File: src/rtl/calc_pkg.sv
// calc_pkg: op codes shared by the sequencer and the ALU control decode,
// sequencer state encodings and small decode helpers.
// Related build macro: CALC_STICKY_OVF_EN (used by calc_acc_reg).
package calc_pkg;

  // Command / ALU operation codes. CMD_LOAD and CMD_NOP never reach the ALU.
  typedef enum logic [2:0] {
    CMD_LOAD = 3'b000,
    CMD_NOP  = 3'b001,
    ALU_ADD  = 3'b010,
    ALU_SUB  = 3'b011,
    ALU_AND  = 3'b100,
    ALU_OR   = 3'b101,
    ALU_NOR  = 3'b110,
    ALU_XOR  = 3'b111
  } op_e;

  // Sequencer states: one command outstanding at a time.
  typedef enum logic [1:0] {
    ST_IDLE = 2'b00,
    ST_EXEC = 2'b01,
    ST_DONE = 2'b10
  } state_e;

  // Latency counter width; covers ALU_LAT up to 15.
  localparam int LAT_W = 4;

  // Only ADD and SUB produce a meaningful signed-overflow flag.
  function automatic logic is_arith(input op_e op);
    return (op == ALU_ADD) || (op == ALU_SUB);
  endfunction

  // Any op that is dispatched to the ALU (everything except LOAD and NOP).
  function automatic logic uses_alu(input op_e op);
    return (op != CMD_LOAD) && (op != CMD_NOP);
  endfunction

endpackage

File: src/rtl/calc_acc_reg.sv
// calc_acc_reg: accumulator and overflow flag for the calculator sequencer.
// The FSM supplies mutually exclusive load / capture / nop enables.
// Build macro: CALC_STICKY_OVF_EN -- when defined the overflow flag is the
// OR of every ADD/SUB overflow since reset or the last LOAD; otherwise it
// reflects only the most recent command.
module calc_acc_reg #(
  parameter int WIDTH = 32
) (
  input  logic             clock,
  input  logic             reset,
  input  logic             load_en,
  input  logic [WIDTH-1:0] load_val,
  input  logic             cap_en,
  input  logic [WIDTH-1:0] cap_val,
  input  logic             cap_ovf,
  input  logic             nop_en,
  output logic [WIDTH-1:0] acc,
  output logic             ovf
);

`ifdef CALC_STICKY_OVF_EN
  localparam bit STICKY = 1'b1;
`else
  localparam bit STICKY = 1'b0;
`endif

  logic [WIDTH-1:0] acc_q, acc_d;
  logic             ovf_q, ovf_d;

  // Next accumulator / overflow value from the FSM enables.
  always_comb begin
    // NOTE: every always_comb output gets a default first so no path leaves it unassigned (which would infer a latch).
    acc_d = acc_q;
    ovf_d = ovf_q;
    if (load_en) begin
      acc_d = load_val;
      ovf_d = 1'b0;
    end else if (cap_en) begin
      acc_d = cap_val;
      ovf_d = STICKY ? (ovf_q | cap_ovf) : cap_ovf;
    end else if (nop_en) begin
      ovf_d = STICKY ? ovf_q : 1'b0;
    end
  end

  // Accumulator and overflow registers.
  always_ff @(posedge clock or negedge reset) begin
    if (!reset) begin
      acc_q <= '0;
      ovf_q <= 1'b0;
    end else begin
      acc_q <= acc_d;
      ovf_q <= ovf_d;
    end
  end

  assign acc = acc_q;
  assign ovf = ovf_q;

endmodule

File: src/rtl/calc_sequencer.sv
// calc_sequencer: one-command-at-a-time sequencer around an external ALU.
// IDLE accepts a command, EXEC drives the ALU for ALU_LAT cycles and captures
// its result, DONE presents the accumulator until the consumer takes it.
// Build macro: CALC_STICKY_OVF_EN selects sticky overflow (see calc_acc_reg).
module calc_sequencer
  import calc_pkg::*;
#(
  parameter int WIDTH   = 32,
  parameter int ALU_LAT = 1
) (
  input  logic             clock,
  input  logic             reset,
  input  logic             cmd_valid,
  output logic             cmd_ready,
  input  logic [2:0]       cmd_op,
  input  logic [WIDTH-1:0] cmd_imm,
  output logic [WIDTH-1:0] alu_A,
  output logic [WIDTH-1:0] alu_B,
  output logic [2:0]       alu_control,
  input  logic [WIDTH-1:0] alu_out,
  input  logic             alu_overflow,
  output logic             res_valid,
  input  logic             res_ready,
  output logic [WIDTH-1:0] res_data,
  output logic             res_zero,
  output logic             res_ovf
);

  localparam logic [LAT_W-1:0] LAT_INIT = LAT_W'(ALU_LAT);

  state_e           state_q, state_d;
  logic [LAT_W-1:0] cnt_q, cnt_d;
  op_e              op_q, op_d;
  logic [WIDTH-1:0] imm_q, imm_d;

  logic             load_en, cap_en, nop_en, cap_ovf;
  logic [WIDTH-1:0] acc;
  logic             ovf;

  // Next-state, command latch, accumulator enables and ALU drive.
  always_comb begin
    state_d     = state_q;
    cnt_d       = cnt_q;
    op_d        = op_q;
    imm_d       = imm_q;
    load_en     = 1'b0;
    cap_en      = 1'b0;
    nop_en      = 1'b0;
    alu_A       = '0;
    alu_B       = '0;
    alu_control = 3'b000;
    unique case (state_q)
      ST_IDLE: begin
        if (cmd_valid) begin
          op_d  = op_e'(cmd_op);
          imm_d = cmd_imm;
          if (op_e'(cmd_op) == CMD_LOAD) begin
            load_en = 1'b1;
            state_d = ST_DONE;
          end else if (op_e'(cmd_op) == CMD_NOP) begin
            nop_en  = 1'b1;
            state_d = ST_DONE;
          end else begin
            cnt_d   = LAT_INIT;
            state_d = ST_EXEC;
          end
        end
      end
      ST_EXEC: begin
        // Operands are taken from registers only, so they stay stable for the whole state.
        alu_A       = acc;
        alu_B       = imm_q;
        alu_control = op_q;
        cnt_d       = cnt_q - 1'b1;
        if (cnt_q == LAT_W'(1)) begin
          cap_en  = 1'b1;
          state_d = ST_DONE;
        end
      end
      ST_DONE: begin
        if (res_ready) state_d = ST_IDLE;
      end
      default: state_d = ST_IDLE;
    endcase
  end

  // Overflow is meaningful only for ADD/SUB; logic ops report 0.
  assign cap_ovf = alu_overflow & is_arith(op_q);

  // FSM state, latency counter and latched command.
  always_ff @(posedge clock or negedge reset) begin
    if (!reset) begin
      state_q <= ST_IDLE;
      cnt_q   <= '0;
      op_q    <= CMD_LOAD;
      imm_q   <= '0;
    end else begin
      // NOTE: sequential state uses non-blocking assignments so every register samples pre-edge values.
      state_q <= state_d;
      cnt_q   <= cnt_d;
      op_q    <= op_d;
      imm_q   <= imm_d;
    end
  end

  calc_acc_reg #(
    .WIDTH(WIDTH)
  ) u_acc (
    .clock   (clock),
    .reset   (reset),
    .load_en (load_en),
    .load_val(cmd_imm),
    .cap_en  (cap_en),
    .cap_val (alu_out),
    .cap_ovf (cap_ovf),
    .nop_en  (nop_en),
    .acc     (acc),
    .ovf     (ovf)
  );

  // Handshake flags decode registered state only.
  assign cmd_ready = (state_q == ST_IDLE);
  assign res_valid = (state_q == ST_DONE);
  assign res_data  = acc;
  assign res_zero  = (acc == '0);
  assign res_ovf   = ovf;

endmodule

File: config.mk
export PLATFORM = sky130hd
export DESIGN_NAME = calc_sequencer
export DESIGN_NICKNAME = d
export VERILOG_FILES = /design/src/rtl/calc_pkg.sv /design/src/rtl/calc_acc_reg.sv /design/src/rtl/calc_sequencer.sv
export SDC_FILE = /design/constraint.sdc
export NUM_CORES = 1
export LEC_CHECK = 0
export ABC_CLOCK_PERIOD_IN_PS = 5430
export CAP_MARGIN = 10
export CELL_PAD_IN_SITES_DETAIL_PLACEMENT = 1
export CELL_PAD_IN_SITES_GLOBAL_PLACEMENT = 1
export CORE_ASPECT_RATIO = 2
export CORE_UTILIZATION = 35
export CTS_BUF_LIST = sky130_fd_sc_hd__clkbuf_8
export DETAILED_ROUTE_END_ITERATION = 16
export PLACE_DENSITY = 0.88
export SKIP_LAST_GASP = 1
export SLEW_MARGIN = 0
export SYNTH_ARGS = -nofsm -noshare
export SYNTH_HDL_FRONTEND = slang
export SYNTH_HIERARCHICAL = 1
export SYNTH_SLANG_ARGS = --single-unit
File: constraint.sdc
create_clock -name clock -period 5.43 [get_ports clock]
set_input_delay 1.086 -clock clock [delete_from_list [all_inputs] [get_ports clock]]
set_output_delay 1.086 -clock clock [all_outputs]
set_load 0.005 [all_outputs]
Word-level counts from Yosys, hierarchy flattened
Cells that the tools add are included.

Add/sub/neg operators: 1. Eq/ne operators: 11. Mux-type cells: 27. Bitwise operators: 1. Reduce and logical (&&, ||, !) cells: 10.

Operator list (count): 32-bit two-way mux (4); 32-bit zero test (1); 1-bit two-way mux (12); 4-bit two-way mux (3); 2-bit two-way mux (5); 2-bit inequality test (second input constant) (4); 4-bit case mux with 2 select lines (1); 3-bit by 2-bit equality test with 1-bit output (second input constant) (2); 2-bit case mux with 3 select lines (1); 4-bit by 1-bit equality test with 1-bit output (second input constant) (1); 4-bit AND reduction (1); 2-bit nonzero test (2); 4-bit by 1-bit subtractor with 4-bit output (second input constant) (1); 3-bit by 1-bit equality test with 1-bit output (second input constant) (1); 3-bit zero test (1); 3-bit two-way mux (1); 3-bit AND reduction (1); 3-bit nonzero test (1); 2-bit by 1-bit equality test with 1-bit output (second input constant) (1); 2-bit equality test (second input constant) (1); 2-bit zero test (1); 2-bit by 1-bit inequality test with 1-bit output (second input constant) (1); 2-bit AND reduction (1); 1-bit bitwise AND (1); 1-bit logical OR (1).

Register bits: 74. Input port bits: 72. Output and inout bits: 103.

Depth between registers and ports, before layout
Depth after elaboration: 8. Mapped depth: 10.

Modules after synthesis
The synthesis kept the hierarchy.

By module, submodules not included: calc_sequencer (times used 1, cells an instance 201, area each 2359.8 um^2, seq. area each 1026.0 um^2); calc_acc_reg (times used 1, cells an instance 143, area each 1517.7 um^2, seq. area each 825.8 um^2).

Least setup slack after synthesis
No wires, ideal clock.

Path type: input-to-reg. Start point: in cmd_valid. End point: reg u_acc.acc_q[16], in the netlist u_acc/acc[16]. Data arrival time: 2.269 ns. Required time: 5.347 ns. Slack: 3.079 ns. Stages on the path: 9. Buffers on the path: 4. Path through: nor3b_2 -> buf_6 -> buf_12 -> nand2_1 -> nor2_1 -> buf_2 -> clkbuf_1 -> nand2_1 -> o21ai_0.

Word-level cells in the longest chain between the ends: 3. Elaborated cells on any way between the ends: 4.

RTL lines: from (decl) (line calc_sequencer.sv:13) `input logic cmd_valid,`; 1-bit two-way mux (*) (line calc_sequencer.sv:54) `if (cmd_valid) begin`; 1-bit two-way mux (*) (line calc_sequencer.sv:52) `unique case (state_q)`; net load_en (line calc_sequencer.sv:36) `logic load_en, cap_en, nop_en, cap_ovf;`; 32-bit two-way mux / 2-bit nonzero test (equally long branches); to (signal assigned) (line calc_acc_reg.sv:49) `acc_q <= '0;`; to (signal assigned) (line calc_acc_reg.sv:52) `acc_q <= acc_d;`; to (decl) (line calc_acc_reg.sv:27) `logic [WIDTH-1:0] acc_q, acc_d;`.

Mark *: on every way through the listed nets, which the timed path passes. The rest lies on a longest branch. A chain may end at the register's enable or synchronous reset.

Worst setup path after layout
Start point: reg state_q[0]. End point: out alu_A[28].

Word-level cells in the longest chain between the ends: 2.

RTL lines: from (decl) (line calc_sequencer.sv:31) `state_e state_q, state_d;`; from (signal assigned) (line calc_sequencer.sv:99) `state_q <= state_d;`; 2-bit by 1-bit equality test with 1-bit output (line calc_sequencer.sv:52); 32-bit two-way mux (line calc_sequencer.sv:52); to (decl) (line calc_sequencer.sv:17) `output logic [WIDTH-1:0] alu_A,`.

No other way between the ends.

==> impl_metrics.py <==
metrics = {
    "status": {
        "outcome": "finished, final reports clean",
    },
    "sta": {
        "tightest_slew_ns": 1.068,
        "min_period_ns": 3.696,
        "relSlewSlack_pct": 28.82,
        "slew_viol_final": 0,
        "setup_viol": 0,
        "fmax_ghz": 0.2706,
        "rsz0062_at_grt": "false",
        "timing.setup.tns_ns": 0,
        "finalHoldViolations": 0,
        "post-route-period-util_pct": 68.07,
        "skew_ns": 0.005657,
    },
    "floorplan": {
        "initial_core_util_pct": 35.87,
        "die_h_um": 150.9,
        "die_w_um": 76.43,
        "dieArea_um2": 11530,
        "core_area_um2": 10810,
        "rows": 54,
        "ios": 175,
    },
    "cts": {
        "cts-root-buf": "clkbuf_8",
        "path_clk_slew_ns": 0.07,
        "cts_sinks": 74,
        "clock_latency_ns": 0.33,
        "hold_buffers": 0,
        "htreeDepth": 3,
        "cts_setup_buffers": 0,
        "ctsResizeCount": 0,
        "ctsLongestPathBuffers": 2,
        "cts_tree": "built",
        "cts-buffers-inserted": 9,
    },
    "worst_setup_path": {
        "reg2reg_from": "cnt_q[1]$_DFFE_PN0P_",
        "crit_path_start_kind": "flip-flop",
        "path_class": "reg -> out",
        "cp-startpoint": "state_q[0]$_DFFE_PN0P_",
        "arrival_ns": 2.61,
        "required_ns": 4.34,
        "cp_max_fo": 67,
        "end_kind": "primary output",
    },
    "pwr": {
        "finalPower_mw": 3.340,
        "ir_drop_uv": 385.7,
        "powerDensity_nw_per_um2": 570.1,
        "p_leak_nw": 2.339,
    },
    "yosys": {
        "synth_compound_area_share_pct": 5.712,
        "synth_xor_area_share_pct": 0,
        "synth_ff_type": "dfrtp_1",
        "syn-num-nets": 418,
        "synth_fa_ha_area_share_pct": 0.6454,
        "ys_async_sr_fraction_pct": 100.0,
        "syn_avg_cell_area_um2": 11.27,
        "synthMuxAreaShare_pct": 21.94,
        "synth_top_family_by_area": "multiplexers",
        "ys_ff_latch": 74,
        "synth-edff-count": 0,
        "netlist_instances": 344,
        "synth.distinct_cells": 34,
        "synthSimpleGateAreaFrac_pct": 18.62,
        "yosys_warnings": 6,
        "netlist_area_um2": 3877,
        "ys_seq_area_share_pct": 47.76,
    },
    "finish": {
        "fill_cells": 1175,
        "final_cell_mix": "173 x clkdlybuf4s50_1, 74 x dfrtp_1, 67 x and2_1",
        "ff_latch_area_um2": 1852,
        "area_growth_pct": 51.11,
        "mostFrequentLayoutCell": "clkdlybuf4s50_1",
        "antenna_cells": 0,
        "final_nets": 582,
        "drive_gt1_share_pct": 11.70,
        "multi_input_area_um2": 1846,
    },
    "global_routing": {
        "grt_max_degree": 75,
        "grt_pass1_vias": 3442,
        "grt_pass1_wl_um": 18950,
        "track_usage_pct": 21.62,
        "antenna_found_initial": 0,
        "globalRouteOverflowTotal": 0,
    },
    "hold_path": {
        "hold_path_class": "reg -> reg",
        "holdCritStartpoint": "imm_q[10]$_DFFE_PN0P_",
    },
    "drt": {
        "drc_errors": 0,
        "first_iter_violations": 89,
        "drtPass1Iterations": 8,
        "postRouteAntennaNets": 0,
        "routed_via_density": 4.795,
        "wl_per_cell_um": 18.75,
        "vias": 3131,
        "totalWireLength_um": 12240,
    },
    "placement": {
        "place.gp.congestion": 0.8398,
        "dp_hpwl_um": 9244,
        "port_buffers": 174,
    },
    "flow_run": {
        "maxCapViolCount": 0,
    },
}
registers in the layout (all words and copies together), names as in the netlist:
register	cells
cnt_q	4
imm_q	32
op_q	3
state_q	2
u_acc/acc	32
u_acc/ovf	1
worst paths after layout:
check                                            end  slack [ns]  cells past startpoint
hold reg to reg                imm_q[10]$_DFFE_PN0P_        0.50                      1
setup reg to reg           u_acc/acc[30]$_DFFE_PN0P_        3.15                      7
min in group asynchronous      imm_q[19]$_DFFE_PN0P_        0.86                      1
hold / removal                 imm_q[10]$_DFFE_PN0P_        0.50                      1
setup / recovery                           alu_A[28]        1.73                      3
max in group asynchronous   u_acc/acc[9]$_DFFE_PN0P_        3.91                      1
final cells by class:
class | instances | area share, %
well taps | 140 | 2.990
clock inverters | 2 | 0.1495
clock buffers | 14 | 3.288
repair buffers | 177 | 30.28
multi-input cells | 243 | 31.50
inverters | 3 | 0.1922
flip-flops and latches | 74 | 31.60
logic make-up after synthesis:
group,after synthesis
and+or+nand+nor,130
DFF,74
muxes,70
AOI/OAI and AO/OA,41
buffers and inverters,27
adders and majority gates,2
where the power goes:
group | leakage [nW] | internal (mW) | switching, mW | total (mW)
Combinational | 1.34 | 1.17 | 0.640 | 1.81
Sequential | 0.886 | 0.835 | 0.270 | 1.10
Clock | 0.110 | 0.227 | 0.195 | 0.421
Yosys cell counts, drive strengths merged (2+ instances only):
| library cell | count | area (um2) |
|---|---|---|
| buf | 13 | 150.1 |
| inv | 3 | 11.26 |
| dfrtp | 74 | 1852 |
| or3b | 2 | 17.52 |
| nor4 | 8 | 50.05 |
| nor2b | 2 | 15.02 |
| clkbuf | 11 | 45.04 |
| mux2i | 34 | 340.3 |
| nand2 | 35 | 131.4 |
| and2 | 67 | 419.2 |
| mux2 | 36 | 510.5 |
| a22o | 2 | 17.52 |
| nor2 | 8 | 30.03 |
| nand4 | 2 | 12.51 |
| o21ai | 34 | 170.2 |
| ha | 2 | 25.02 |
metal layers:
metal / up-vias / track usage, % / wire [um]
met5: - / 0 / 0
met4: 0 / 10.00 / 330
met3: 16 / 2.892 / 392
met2: 103 / 41.44 / 7023
met1: 1520 / 23.13 / 4495
li1: 1492 / - / -
stage by stage:
step | cells | hold WS [ns] | worst slack (ns) | util, % | instance area (um2)
final | 653 | 0.5042 | 1.734 | 54.20 | 5859
after global routing | 653 | 0.5196 | 1.466 | 54.20 | 5859
after CTS | 652 | 0.5083 | 1.587 | 54.02 | 5839
after detailed placement | 636 | 0.4855 | 1.967 | 52.15 | 5638
after global placement | 636 | 0.4875 | 2.160 | 52.15 | 5638
after floorplan | 344 | 0.4720 | 3.079 | - | 3877
critical path: stages, from the launching register on:
cell and delay, ns:
dfrtp_1 0.55, nor2b_4 0.91, and2_1 0.25, clkdlybuf4s50_1 0.52
Note: power is estimated with default switching activity, not from simulation.
